==> src/rtl/program_counter_callstack.sv <==
// Fetch-stage program counter with a circular hardware call/return stack.
// Supports INC, JMP (absolute or PC-relative), CALL (push return address) and RET (pop).
module program_counter_callstack #(
    parameter int AW         = 10,
    parameter int STEP       = 2,
    parameter int DEPTH      = 16,
    parameter int RESET_ADDR = 0
) (
    input  logic                       clk,
    input  logic                       rst,
    input  logic                       en,
    input  logic [1:0]                 op,
    input  logic                       rel,
    input  logic [AW-1:0]              din,
    input  logic                       clr_err,
    output logic [AW-1:0]              pc,
    output logic [$clog2(DEPTH+1)-1:0] depth,
    output logic                       full,
    output logic                       empty,
    output logic                       ovf_err,
    output logic                       unf_err
);

    localparam int PW = $clog2(DEPTH);
    localparam int DW = $clog2(DEPTH+1);

    localparam logic [1:0] OP_INC  = 2'b00;
    localparam logic [1:0] OP_JMP  = 2'b01;
    localparam logic [1:0] OP_CALL = 2'b10;
    localparam logic [1:0] OP_RET  = 2'b11;

    logic [AW-1:0] stack_mem [DEPTH];
    logic [PW-1:0] top_ptr;
    logic [DW-1:0] depth_cnt;

    logic [AW-1:0] seq;
    logic [AW-1:0] tgt;
    logic [PW-1:0] top_prev;
    logic [AW-1:0] pc_next;
    logic [PW-1:0] ptr_next;
    logic [DW-1:0] depth_next;
    logic          push;
    logic          ovf_set;
    logic          unf_set;

    assign depth = depth_cnt;
    assign full  = (depth_cnt == DW'(DEPTH));
    assign empty = (depth_cnt == '0);

    // top_ptr addresses the next free slot; a push while full lands on the oldest entry
    always_comb begin
        seq        = pc + AW'(STEP);
        tgt        = rel ? (pc + din) : din;
        top_prev   = top_ptr - PW'(1);
        pc_next    = pc;
        ptr_next   = top_ptr;
        depth_next = depth_cnt;
        push       = 1'b0;
        ovf_set    = 1'b0;
        unf_set    = 1'b0;
        if (en) begin
            case (op)
                OP_INC: pc_next = seq;
                OP_JMP: pc_next = tgt;
                OP_CALL: begin
                    push     = 1'b1;
                    ptr_next = top_ptr + PW'(1);
                    pc_next  = tgt;
                    if (full) begin
                        ovf_set = 1'b1;
                    end else begin
                        depth_next = depth_cnt + DW'(1);
                    end
                end
                OP_RET: begin
                    if (empty) begin
                        pc_next = seq;
                        unf_set = 1'b1;
                    end else begin
                        pc_next    = stack_mem[top_prev];
                        ptr_next   = top_prev;
                        depth_next = depth_cnt - DW'(1);
                    end
                end
                default: pc_next = pc;
            endcase
        end
    end

    always_ff @(posedge clk or posedge rst) begin
        if (rst) begin
            pc        <= AW'(RESET_ADDR);
            top_ptr   <= '0;
            depth_cnt <= '0;
            ovf_err   <= 1'b0;
            unf_err   <= 1'b0;
        end else begin
            pc        <= pc_next;
            top_ptr   <= ptr_next;
            depth_cnt <= depth_next;
            ovf_err   <= ovf_set | (ovf_err & ~clr_err);
            unf_err   <= unf_set | (unf_err & ~clr_err);
        end
    end

    // Stack storage needs no reset; contents are meaningless while depth is zero
    always_ff @(posedge clk) begin
        if (push && !rst) begin
            stack_mem[top_ptr] <= seq;
        end
    end

endmodule

==> config.mk <==
export PLATFORM = sky130hd
export DESIGN_NAME = program_counter_callstack
export DESIGN_NICKNAME = d
export VERILOG_FILES = /design/src/rtl/program_counter_callstack.sv
export SDC_FILE = /design/constraint.sdc
export NUM_CORES = 1
export LEC_CHECK = 0
export BUFFER_PORTS_ARGS = -buffer_cell sky130_fd_sc_hd__buf_2
export CAP_MARGIN = 20
export CORE_MARGIN = 2
export CORE_UTILIZATION = 65
export CTS_CLUSTER_SIZE = 40
export DETAILED_ROUTE_END_ITERATION = 12
export GPL_TIMING_DRIVEN = 0
export PLACE_DENSITY = 0.8
export SYNTH_ARGS = -nofsm -noshare
export SYNTH_HDL_FRONTEND = slang
export SYNTH_SLANG_ARGS = --single-unit
export TNS_END_PERCENT = 5
==> constraint.sdc <==
create_clock -name clk -period 9.5 [get_ports clk]
set_input_delay 1.9 -clock clk [delete_from_list [all_inputs] [get_ports clk]]
set_output_delay 1.9 -clock clk [all_outputs]
set_load 0.02 [all_outputs]
# Word level (Yosys, flattened, before mapping)
# Memories as Yosys holds them, arrays and structs flattened.
# Cells that the tools add are included.
[classes] add_sub_neg=6 n_eq_ne=6 muxes=18 bitwise_logic=5 n_reduce_logical=8
[ops] cell="$pmux W10 S3" count=1
[ops] cell="$mux W10" count=2
[ops] cell="$add A10 B10 Y10" count=1
[ops] cell="$add A10 B2 Y10 const B" count=1
[ops] cell="$mux W1" count=10
[ops] cell="$mux W5" count=2
[ops] cell="$pmux W5 S2" count=1
[ops] cell="$pmux W4 S2" count=1
[ops] cell="$add A5 B1 Y5 const B" count=1
[ops] cell="$eq A5 B5 Y1 const B" count=1
[ops] cell="$logic_not A5 Y1" count=1
[ops] cell="$sub A5 B1 Y5 const B" count=1
[ops] cell="$add A4 B1 Y4 const B" count=1
[ops] cell="$eq A2 B2 Y1 const B" count=2
[ops] cell="$mux W4" count=1
[ops] cell="$ne A2 B2 Y1 const B" count=2
[ops] cell="$reduce_and A4 Y1" count=1
[ops] cell="$sub A4 B1 Y4 const B" count=1
[ops] cell="$reduce_and A3 Y1" count=1
[ops] cell="$and A1 B1 Y1" count=2
[ops] cell="$eq A2 B1 Y1 const B" count=1
[ops] cell="$logic_not A2 Y1" count=1
[ops] cell="$or A1 B1 Y1" count=2
[ops] cell="$reduce_bool A2 Y1" count=1
[ops] cell="4 further kinds" count=4
[totals] regBits=21 ram_bits=160 input_bits=17 out_inout_bits=19 word_cells=49 memories=1
[memory_table] memory="stack_mem" depth=16 width=10 rd=1 rd_clocked_by_memory_dff=0 write_ports=1 line_no="32" text="logic [AW-1:0] stack_mem [DEPTH];"

# Logic depth before layout (Yosys ltp)
[depth] ltp_word=6 mapped_depth=14 mapped_depth_nobuf=10

# Worst setup path after synthesis
# OpenSTA, ideal clock, no wires.
[synth_path] path_type="input -> register" startpoint="in en" endpoint="mem stack_mem[3][0] (enable)" setup_ns=0.390 arrival_ns=3.274 required_time_ns=9.110 path_slack_ns=5.836 stages=5 path_buffers=1 cell_sequence="clkbuf_1 nand2_1 nor2_1 nand2_1 nor3_1"
[synth_via] elab_chain_len=4
[synth_rtl] item="start: declaration" line_no="11" text="input logic en,"
[synth_rtl] item="$mux W1" line_no="61" text="if (en) begin"
[synth_rtl] item="$logic_and A1 B1 Y1" line_no="108" text="if (push && !rst) begin"
[synth_rtl] item="$mux W1" line_no="108"
[synth_rtl] item="$mux W1 (not written as such)" line_no="109" text="stack_mem[top_ptr] <= seq;"
[synth_rtl] item="end: declaration" line_no="32"
# Every way passes these cells.

# Final worst setup path
[layout_path] startpoint="reg top_ptr[0]" endpoint="reg pc[3]"
[layout_via] elab_chain_len=4
[layout_rtl] item="start: declaration" line_no="33" text="logic [PW-1:0] top_ptr;"
[layout_rtl] item="start signal: assignment" line_no="99" text="top_ptr <= ptr_next;"
[layout_rtl] item="$sub A4 B1 Y4" line_no="54" text="top_prev = top_ptr - PW'(1);"
[layout_rtl] item="$mem_v2 Z16 W10"
[layout_rtl] item="$mux W10" line_no="76" text="if (empty) begin"
[layout_rtl] item="$pmux W10 S3" line_no="62" text="case (op)"
[layout_rtl] item="end signal: assignment" line_no="92" text="pc <= AW'(RESET_ADDR);"
[layout_rtl] item="end signal: assignment" line_no="98" text="pc <= pc_next;"
[layout_rtl] item="end: declaration" line_no="16" text="output logic [AW-1:0] pc,"
# Every way passes these cells.
# A chain may end at the register's enable or synchronous reset.

==> run metrics <==
status finished clean; Clock Skews just under 10 ps; crit end category flop; Syn Std Cell Area just over 8000 µm²; WP data required around 9800 ps; Post-synth EDFFs between 150 and 200; Post-CTS Setup Repair Bufs 0; Top FF cell, synth edfxtp_1; Slew headroom 31.9%; Peak Freq between 200 and 250 MHz; syn_area_per_cell ~16 µm²; fin crit period 4120 ps; Synth Register Bits between 150 and 200; Levels on crit path 13; Peak VDD IR between 0.15 and 0.2 mV; pin count of the biggest net entering global routing 22; Worst Setup SP top_ptr[0]$_DFFE_PP0P_; share of cells above drive strength 1 22.4%; Crit Path Max Fanout 10; Max Root-Sink Buffers 2; first-pass GRT wire length 27500 µm; share of the synthesized area in the top cell type between 50% and 60%; Clock Sinks about 180; top-count cell post-synth edfxtp_1; gr ovfl total 0; fillcell total between 600 and 700; hold crit path type flop to flop; Pwr per Cell Area ~330 nW/µm²; Least-Margin Pin Slew slightly above 1000 ps; Die H ~120 µm; element type at the critical path start flop; setup TNS 0 ps; total of max-cap violations 0; worst path buffer plus inverter count 7; vias per cell approximately 6.5; vias in the first global route 4760; max incr delay on CP 550 ps; via count 4947; nets@finish 624; CTS Hold Bufs 0; Worst-Skew Late Latency 430 ps; RR Startpoint top_ptr[0]$_DFFE_PP0P_; per-cell routed wire length 24.2 µm; Distinct cells, synth 45; post-route antenna net violation count 0; reg2reg path depth 13; Clock transition at path regs approximately 70 ps; unrepaired setup endpoints after global routing no; final worst-path cycle share between 40% and 50%; post-synth net total around 550; TritonCTS clock tree yes; critical path class flop to flop; fin cells around 770; Leak ~3.4 nW; Post-CTS Resized 0; worst-path cell chain buf_6 -> buf_12 -> buf_6 -> buf_4 -> inv_1 -> ha_1 -> buf_2 -> buf_1 -> mux4_2 -> a211oi_1 -> a21oi_1 -> a221oi_1 -> nor3_1; DRC Markers 0; R2R setup slack 5380 ps; input/output buffers 34; Placement Cell Area around 8700 µm²; Most common cell on crit path buf_6; Hold Crit Start depth[4]$_DFFE_PP0P_; dpl cells between 700 and 800; register area share after synthesis between 60 and 70%; initial antenna violation count 0; placer congestion estimate 0.885; Die Area around 13000 µm²; asr flop ratio synth about 12%; routed wire length 18500 µm; GRT Resource Usage Total a little under 30%; CP max-delay cell buf_1; top cell type by total area after synthesis edfxtp_1; Final Max Slew Viols 0; diodes inserted 0; design area between 9000 and 10000 µm²; FP Rows 40; worst reg2reg endpoint pc[3]$_DFFE_PP0P_; CP delay by family, top buffers and inverters; Inserted Clock Buffers 17; clock tree root driver cell clkbuf_16; # IOs 36; largest cells by area after synthesis edfxtp_1, mux4_2, dfrtp_1, ha_1, mux4_1; core box area roughly 12000 µm²; Initial Util roughly 67%; arrival time worst endpoint 4420 ps; Pre-antenna DRT Iters 5; Setup violations, final 0; crit path capture pc[3]$_DFFE_PP0P_; DRT iter0 DRCs ~600; Final Total Pwr 3.12 mW; Chip Width roughly 120 µm; Post-Syn Instances about 510; YS warnings 0; P&R area growth vs syn 14.6%; Post-DP HPWL about 12000 µm; Fin. Hold Viols 0; Post-synth top cells edfxtp_1, nand2_1, mux4_2; H-tree levels 4
[metrics by stage]
step	hold slack, ps	setup slack [ps]	utilization (%)
final	506	5380	77.0
after global routing	529	5090	77.0
after global placement	501	4530	70.4
after detailed placement	504	5250	71.7
after CTS	513	5340	76.3
after floorplan	613	5840	-
[area by class of cell]
type | count | area [µm²] | share of cell area [%]
plain buffers | 22 | 135 | 1.44
clock buffers | 20 | 437 | 4.66
clock inverters | 12 | 128 | 1.36
inverters | 20 | 75.1 | 0.801
multi-input cells | 285 | 2660 | 28.4
flip-flops and latches | 181 | 5330 | 56.9
well taps | 168 | 210 | 2.24
repair buffers | 57 | 395 | 4.22
[power by group]
| group | internal (mW) | total [mW] | leakage [nW] | switching, mW |
|---|---|---|---|---|
| clock | 0.387 | 0.669 | 0.272 | 0.282 |
| combinational | 0.553 | 1.33 | 1.45 | 0.774 |
| sequential | 1.05 | 1.12 | 1.70 | 0.0715 |
| total | 1.99 | 3.12 | 3.42 | 1.13 |
[state kept, by name, indices dropped and copies added, names as in the netlist]
| register | flops |
|---|---|
| depth | 5 |
| unf_err | 1 |
| pc | 10 |
| stack_mem | 160 |
| ovf_err | 1 |
| top_ptr | 4 |
[placed cells by master, fill, tap and decap left out, types with 14 or more instances in the layout]
cell type and count:
a21oi_1 16, buf_2 36, buf_4 14, buf_6 16, clkbuf_1 14, clkbuf_16 17, dfrtp_1 21, edfxtp_1 160
ha_1 21, inv_1 20, mux2i_1 17, mux4_2 31, nand2_1 41, nor2_1 27
[how the worst min path moves through the flow]
stage / end / slack (ps) / depth (start not counted)
final: depth[4]$_DFFE_PP0P_ / 510 / 1
after global routing: depth[4]$_DFFE_PP0P_ / 530 / 1
after CTS: depth[4]$_DFFE_PP0P_ / 510 / 1
after detailed placement: depth[4]$_DFFE_PP0P_ / 500 / 1
after global placement: depth[4]$_DFFE_PP0P_ / 500 / 1
after floorplan: depth[4]$_DFFE_PP0P_ / 610 / 1
[cells by family after synthesis]
family          after synthesis  share of synthesized area (%)
simple gates                107                           5.92
fa+ha+maj                    23                           3.70
flops                       181                           65.2
xor+xnor                     23                           2.46
buf+inv                      42                           2.57
compound gates               69                           5.63
mux                          63                           14.5
[layer usage]
layer,share of wire [%],global-route usage [%],up-vias
met5,0,0,-
met4,3.9,14.7,0
met3,8.4,5.60,52
met2,49,48.0,308
met1,39,38.4,2440
li1,-,-,2147
Note: power is estimated with default switching activity, not from simulation.
